<file path="config.mk">
export PLATFORM = sky130hd
export DESIGN_NAME = wb_stage_flat
export DESIGN_NICKNAME = d
export VERILOG_FILES = /design/src/rtl/wb_stage_if.sv /design/src/rtl/wb_stage.sv /design/src/flat_wrapper.sv
export SDC_FILE = /design/constraint.sdc
export NUM_CORES = 1
export LEC_CHECK = 0
export BUFFER_PORTS_ARGS = -buffer_cell sky130_fd_sc_hd__buf_2
export CELL_PAD_IN_SITES_DETAIL_PLACEMENT = 1
export CELL_PAD_IN_SITES_GLOBAL_PLACEMENT = 1
export CORE_AREA = 2 2 162 164
export CTS_CLUSTER_SIZE = 14
export DETAILED_ROUTE_END_ITERATION = 10
export DIE_AREA = 0 0 164 166
export PLACE_DENSITY_LB_ADDON = 0.1
export SLEW_MARGIN = 20
export SYNTH_ARGS = -nofsm -noshare
export SYNTH_HDL_FRONTEND = slang
export SYNTH_SLANG_ARGS = --single-unit
export TNS_END_PERCENT = 10
</file>
<file path="constraint.sdc">
create_clock -name clk -period 3.5 [get_ports clk]
set_clock_uncertainty 0.15 [all_clocks]
set_input_delay 0.35 -clock clk [delete_from_list [all_inputs] [get_ports clk]]
set_output_delay 0.35 -clock clk [all_outputs]
set_load 0.05 [all_outputs]
</file>
<file path="src/rtl/wb_stage_if.sv">
// MS -> WS pipeline handshake: valid/bus from the memory stage, allowin back from writeback.
interface wb_stage_if;
    logic        ms_to_ws_valid;
    logic [87:0] ms_to_ws_bus;
    logic        ws_allowin;

    modport master (output ms_to_ws_valid, output ms_to_ws_bus, input ws_allowin);
    modport slave  (input ms_to_ws_valid, input ms_to_ws_bus, output ws_allowin);
endinterface

</file>
<file path="src/rtl/wb_stage.sv">
// Writeback stage: retires one instruction per cycle into the GPR file, commits
// exceptions/ERET to cp0, and drives flush/redirect, forwarding and debug trace.
module wb_stage #(
    parameter logic [31:0] EXC_ENTRY = 32'hbfc00380
) (
    input  logic         clk,
    input  logic         reset,
    wb_stage_if.slave    ms,
    input  logic [31:0]  cp0_rdata_bus,
    input  logic [31:0]  cp0_EPC_bus,
    output logic [78:0]  ws_to_cp0_bus,
    output logic         ws_to_cp0_valid,
    output logic         ws_mtc0_we,
    output logic         ws_flush,
    output logic [31:0]  ws_flush_pc,
    output logic         rf_we,
    output logic [4:0]   rf_waddr,
    output logic [31:0]  rf_wdata,
    output logic         ws_fwd_valid,
    output logic [4:0]   ws_fwd_dest,
    output logic [31:0]  ws_fwd_data,
    output logic [31:0]  debug_wb_pc,
    output logic [3:0]   debug_wb_rf_wen,
    output logic [4:0]   debug_wb_rf_wnum,
    output logic [31:0]  debug_wb_rf_wdata
);

    typedef struct packed {
        logic [7:0]  cp0_addr;
        logic        is_eret;
        logic        is_mfc0;
        logic        is_mtc0;
        logic        bd;
        logic [4:0]  excode;
        logic        excp;
        logic [31:0] result;
        logic [4:0]  dest;
        logic        gr_we;
        logic [31:0] pc;
    } ms_ws_bus_t;

    logic       ws_valid;
    logic       ws_ready_go;
    logic       ws_allowin;
    ms_ws_bus_t ws_bus;

    logic exc;
    logic ert;
    logic mtc;

    assign ws_ready_go   = 1'b1;
    assign ws_allowin    = !ws_valid || ws_ready_go;
    assign ms.ws_allowin = ws_allowin;

    // An instruction arriving while the retiring one flushes is dropped here.
    always_ff @(posedge clk) begin
        if (reset) begin
            ws_valid <= 1'b0;
        end else if (ws_allowin) begin
            ws_valid <= ms.ms_to_ws_valid && !ws_flush;
        end
    end

    always_ff @(posedge clk) begin
        if (reset) begin
            ws_bus <= '0;
        end else if (ms.ms_to_ws_valid && ws_allowin) begin
            ws_bus <= ms.ms_to_ws_bus;
        end
    end

    // Exception wins over eret/mtc0 so a faulting instruction never updates state.
    assign exc = ws_valid && ws_bus.excp;
    assign ert = ws_valid && ws_bus.is_eret && !ws_bus.excp;
    assign mtc = ws_valid && ws_bus.is_mtc0 && !ws_bus.excp;

    assign rf_we    = ws_valid && ws_bus.gr_we && !ws_bus.excp && !ws_bus.is_eret;
    assign rf_waddr = ws_bus.dest;
    assign rf_wdata = ws_bus.is_mfc0 ? cp0_rdata_bus : ws_bus.result;

    assign ws_to_cp0_bus   = {ert, ws_bus.cp0_addr, ws_bus.result, ws_bus.excode, ws_bus.pc, ws_bus.bd};
    assign ws_to_cp0_valid = exc;
    assign ws_mtc0_we      = mtc;

    assign ws_flush    = exc || ert;
    assign ws_flush_pc = exc ? EXC_ENTRY : (ert ? cp0_EPC_bus : EXC_ENTRY);

    assign ws_fwd_valid = rf_we;
    assign ws_fwd_dest  = ws_bus.dest;
    assign ws_fwd_data  = rf_wdata;

    assign debug_wb_pc       = ws_valid ? ws_bus.pc : '0;
    assign debug_wb_rf_wen   = {4{rf_we}};
    assign debug_wb_rf_wnum  = ws_bus.dest;
    assign debug_wb_rf_wdata = rf_wdata;

endmodule

</file>
<file path="src/flat_wrapper.sv">
// flat-port wrapper written by rule: the top's interface ports become plain ports
module wb_stage_flat 
#(
    parameter logic [31:0] EXC_ENTRY = 32'hbfc00380
)
  (clk, reset, cp0_rdata_bus, cp0_EPC_bus, ws_to_cp0_bus, ws_to_cp0_valid, ws_mtc0_we, ws_flush, ws_flush_pc, rf_we, rf_waddr, rf_wdata, ws_fwd_valid, ws_fwd_dest, ws_fwd_data, debug_wb_pc, debug_wb_rf_wen, debug_wb_rf_wnum, debug_wb_rf_wdata, ms_ms_to_ws_valid, ms_ms_to_ws_bus, ms_ws_allowin);
  wb_stage_if ms_i ();
  input  logic clk;
  input  logic reset;
  input  logic [31:0] cp0_rdata_bus;
  input  logic [31:0] cp0_EPC_bus;
  output logic [78:0] ws_to_cp0_bus;
  output logic ws_to_cp0_valid;
  output logic ws_mtc0_we;
  output logic ws_flush;
  output logic [31:0] ws_flush_pc;
  output logic rf_we;
  output logic [4:0] rf_waddr;
  output logic [31:0] rf_wdata;
  output logic ws_fwd_valid;
  output logic [4:0] ws_fwd_dest;
  output logic [31:0] ws_fwd_data;
  output logic [31:0] debug_wb_pc;
  output logic [3:0] debug_wb_rf_wen;
  output logic [4:0] debug_wb_rf_wnum;
  output logic [31:0] debug_wb_rf_wdata;
  input wire logic [$bits(ms_i.ms_to_ws_valid)-1:0] ms_ms_to_ws_valid;
  input wire logic [$bits(ms_i.ms_to_ws_bus)-1:0] ms_ms_to_ws_bus;
  output wire logic [$bits(ms_i.ws_allowin)-1:0] ms_ws_allowin;
  assign ms_i.ms_to_ws_valid = ms_ms_to_ws_valid;
  assign ms_i.ms_to_ws_bus = ms_ms_to_ws_bus;
  assign ms_ws_allowin = ms_i.ws_allowin;
  wb_stage #(.EXC_ENTRY(EXC_ENTRY)) u_core (.clk(clk), .reset(reset), .ms(ms_i), .cp0_rdata_bus(cp0_rdata_bus), .cp0_EPC_bus(cp0_EPC_bus), .ws_to_cp0_bus(ws_to_cp0_bus), .ws_to_cp0_valid(ws_to_cp0_valid), .ws_mtc0_we(ws_mtc0_we), .ws_flush(ws_flush), .ws_flush_pc(ws_flush_pc), .rf_we(rf_we), .rf_waddr(rf_waddr), .rf_wdata(rf_wdata), .ws_fwd_valid(ws_fwd_valid), .ws_fwd_dest(ws_fwd_dest), .ws_fwd_data(ws_fwd_data), .debug_wb_pc(debug_wb_pc), .debug_wb_rf_wen(debug_wb_rf_wen), .debug_wb_rf_wnum(debug_wb_rf_wnum), .debug_wb_rf_wdata(debug_wb_rf_wdata));
endmodule
</file>
* Word level (Yosys, flattened, before mapping)
Index checks and enable logic that the tools add are counted.
** Word-level totals
- Bits in registers :: 89
- Output and inout port bits :: 264
- Input port bits :: 155
- Word-level logic and storage cells :: 29
** Operators by class
- Reduce and logical (&&, ||, !) cells :: 13
- Mux-type cells :: 4
** Operators by type and width (number)
- $mux W32 :: 4
- $logic_and A1 B1 Y1 :: 9
- $logic_not A1 Y1 :: 3
- $logic_or A1 B1 Y1 :: 1

* Logic depth before layout (Yosys ltp)
- Depth after elaboration :: 5
- Depth in mapped cells :: 5
- Mapped depth without buffers :: 2

* Worst setup path before layout
Ideal clock, no wire load.
- Path kind :: reg2out
- From :: register u_core.ws_valid
- To :: output debug_wb_rf_wen[0]
- Data required time :: 3000 ps
- Arrival :: 2692 ps
- Path slack :: 308 ps
- Stages on the path, launching flop included :: 4
- Buffers on the path :: 2
- Cell sequence :: dfxtp_1 buf_4 nor4bb_1 buf_4
** On the way
- Cells in the longest elaborated chain, start to end :: 3
** RTL lines
- start: declaration :: RTL line wb_stage.sv:42 : logic ws_valid;
- start signal: assignment :: RTL line wb_stage.sv:60 : ws_valid <= ms.ms_to_ws_valid && !ws_flush;
- $logic_and A1 B1 Y1 (3 in series) :: RTL line wb_stage.sv:77 : assign rf_we = ws_valid && ws_bus.gr_we && !ws_bus.excp && !ws_bus.is_eret;
- end: declaration :: RTL line flat_wrapper.sv:24 : output logic [3:0] debug_wb_rf_wen;
No other way between the ends.

* Final worst setup path
- From :: register u_core.ws_valid
- To :: output debug_wb_rf_wen[1]
The elaborated chain is that of the path after synthesis.

==> results.toml <==
[yosys]
netlist.area_leader.share = 0.341
synth-compound-area-share = 0.00144
synth_top_area_cell = "dfxtp_1"
synth_fp_nets = 718
synth_top_family_by_area = "buffers and inverters"
synth.avg_cell_area_sq_um = 9.29
synth.area.mux_share = 0.237
ys_types = 18
synth_xor_area_frac = 0
yosys_warnings = 0
syn_area_sq_mm = 0.00523
ys_ff_latch = 89
syn_inst = 563
ys_top_cells_by_area = "dfxtp_1 (34%), buf_4 (25%), mux2i_1 (17%), mux2_2 (6.9%), and2_1 (6.3%)"
synthSimpleGateAreaFrac = 0.149
synthAdderAreaFrac = 0
ys_seq_area_frac = 0.341

[clock_tree]
clk_pin_slew_ps = 70
cts_hold_buf = 0
ctsResizeCount = 0
h-tree-depth = 3
cts_made_buffers = 9
cts_tree = "yes"
clk_path_buf_depth = 2
post_cts_buffers = 0
clock-sinks = 89
clk_root_buffer_cell = "clkbuf_16"
worstSkewPairLatency_ps = 340

[global_routing]
grt_overflow = 0
grt_max_degree = 90
grt_first_pass_wirelength_microns = 26300
antenna_found_initial = 3
grt_pass1_vias = 4390
grt_usage = 0.127

[setup_path]
regToRegStartpoint = "u_core.ws_valid"
cp_data_arrival_time_ps = 1900
end_kind = "output pin"
r2r_cells = 3
reg2reg_setup_slack_ps = 2170
cp-start-kind = "flop"
cp.required_ps = 3000
crit_fanout = 8
path_class = "flop to output pin"
rr_endpoint = "u_core.ws_valid"

[sta]
slew_headroom = 0.345
maxSlewViolCount = 0
fin_crit_sh = 0.687
rsz0062_at_grt = "no"
final.setup.worst_slack_ps = 1100
tightest_slew_ps = 982
fmax_mhz = 416
period_needed_ps = 2400
setup-violations-final = 0
tns_ps = 0
final_hold_viol_count = 0

[power_and_ir_drop]
leakagePower_nw = 3.84
power_frac_comb = 0.339
power_frac_clock = 0.317
seq_power_share = 0.344
pwr_density_cell_mw_per_mm2 = 489
swShare = 0.402
ir_worst_vdd_uv = 168
internal_power_mw = 1.95
power_switching_mw = 1.31

[hold_path]
hold_end = "u_core.ws_to_cp0_bus[65]"
hold_path_startpoint = "ms_ms_to_ws_bus[65]"
min_path_type = "primary input to flop"
min_path_cells = 3

[run_status]
outcome = "completed"

[route]
drt_iter0_drc = 80
wl_per_cell_microns = 16.0
first_pass_iters = 4
drc_errors = 0
route.met3.wl_microns = 1720
avgViaCountPerCell = 3.86
wl_met1_microns = 6380
maxUsedRoutingLayer = "met5"
num_vias = 4403
wl_met2_microns = 9900
detail-route-antenna-nets = 0
routed_wl_microns = 18200

[placed_design]
dp_hpwl_microns = 14500
post_dp_cell_area_sq_mm = 0.00636
io_buffers = 417
dp_slack_ps = 1460
routabilityCongestion = 0.722

[final_layout]
fillers = 3132
final_nets = 954
design_area_sq_mm = 0.00668
synthToLayoutAreaGrowth_pct = 27.6
layout-drive-gt1-share = 0.585

[die]
pin_count = 419
start_util = 0.204
die_area_sq_mm = 0.0272
chipWidth_microns = 164
fp-row-count = 59
die_h_microns = 166
fp.coreArea_sq_mm = 0.0256

[job]
cap_violations = 0
==> worst max-delay path: stages (launching register included) <==
cell      delay (ps)
dfxtp_1          420
nor4bb_1         750
buf_2            400
==> how the worst max path moves through the flow <==
stage | from | endpoint | slack [ps] | cells after the start
CTS | u_core.ws_valid | debug_wb_rf_wen[1] | 1070 | 2
finish | u_core.ws_valid | debug_wb_rf_wen[1] | 1100 | 2
detailed placement | u_core.ws_valid | debug_wb_rf_wen[1] | 1460 | 2
floorplan | u_core.ws_valid | debug_wb_rf_wen[0] | 310 | 3
global placement | u_core.ws_valid | debug_wb_rf_wen[1] | 1560 | 2
global route | u_core.ws_valid | ws_fwd_valid | 920 | 2
==> synthesized netlist by cell type <==
cell type / n
o21a_1: 1
mux2i_1: 88
nor3b_2: 1
conb_1: 1
and2_1: 53
nor4bb_1: 1
buf_4: 175
buf_6: 1
and3b_1: 1
dfxtp_1: 89
buf_2: 7
clkbuf_2: 1
nor2_1: 88
clkbuf_1: 10
nand2b_1: 12
mux2_2: 32
buf_8: 1
and3b_2: 1
==> cell type report <==
class	instances	area, sq um	area share
timing repair buffer	420	2130	0.319
multi-input combinational	279	2030	0.304
sequential	89	1780	0.267
tap	335	419	0.0628
clock buffer	11	253	0.0379
clock inverter	5	61.3	0.00918
antenna	1	2.50	0.000375
==> cells in the final DEF (no fill, tap or decap), types with 2 or more instances in the layout <==
| master | n |
|---|---|
| clkbuf_16 | 9 |
| mux2_2 | 32 |
| dfxtp_1 | 89 |
| clkbuf_8 | 2 |
| and2_1 | 53 |
| nor2_1 | 88 |
| inv_6 | 2 |
| mux2i_1 | 88 |
| buf_4 | 4 |
| nand2b_1 | 12 |
| buf_2 | 415 |
==> power by group through the flow <==
stage	clock network (mW)	logic [mW]	registers, mW
5_1_grt	1.13	1.16	1.13
3_3_place_gp	0	1.11	1.15
6_report	1.03	1.11	1.12
4_1_cts	1.09	1.12	1.12
2_1_floorplan	0	1.01	1.13
3_5_place_dp	0	1.12	1.15
==> sequential cells by signal (all words and copies together) (netlist names) <==
name                     flops
u_core.ws_valid              1
u_core.debug_wb_rf_wnum      5
u_core.ws_bus                5
u_core.ws_to_cp0_bus        78
==> routing by layer <==
metal	up-vias	GRT usage
met3	17	0.0402
met1	2015	0.123
met4	2	0.0317
met2	260	0.255
met5	-	0
li1	2109	-
==> cells by family after synthesis <==
family	Yosys count
buf+inv	195
simple gates	157
mux	120
flops	89
compound gates	1
other cells	1
==> stage by stage <==
stage	hold WS [ps]	instances	utilization	power (mW)
global placement	319	1123	0.248	2.26
CTS	67.8	1139	0.260	3.33
floorplan	302	563	-	2.14
detailed placement	335	1123	0.248	2.26
finish	87.2	1140	0.261	3.26
global route	76.2	1140	0.261	3.42
(Power assumes the default switching activity.)
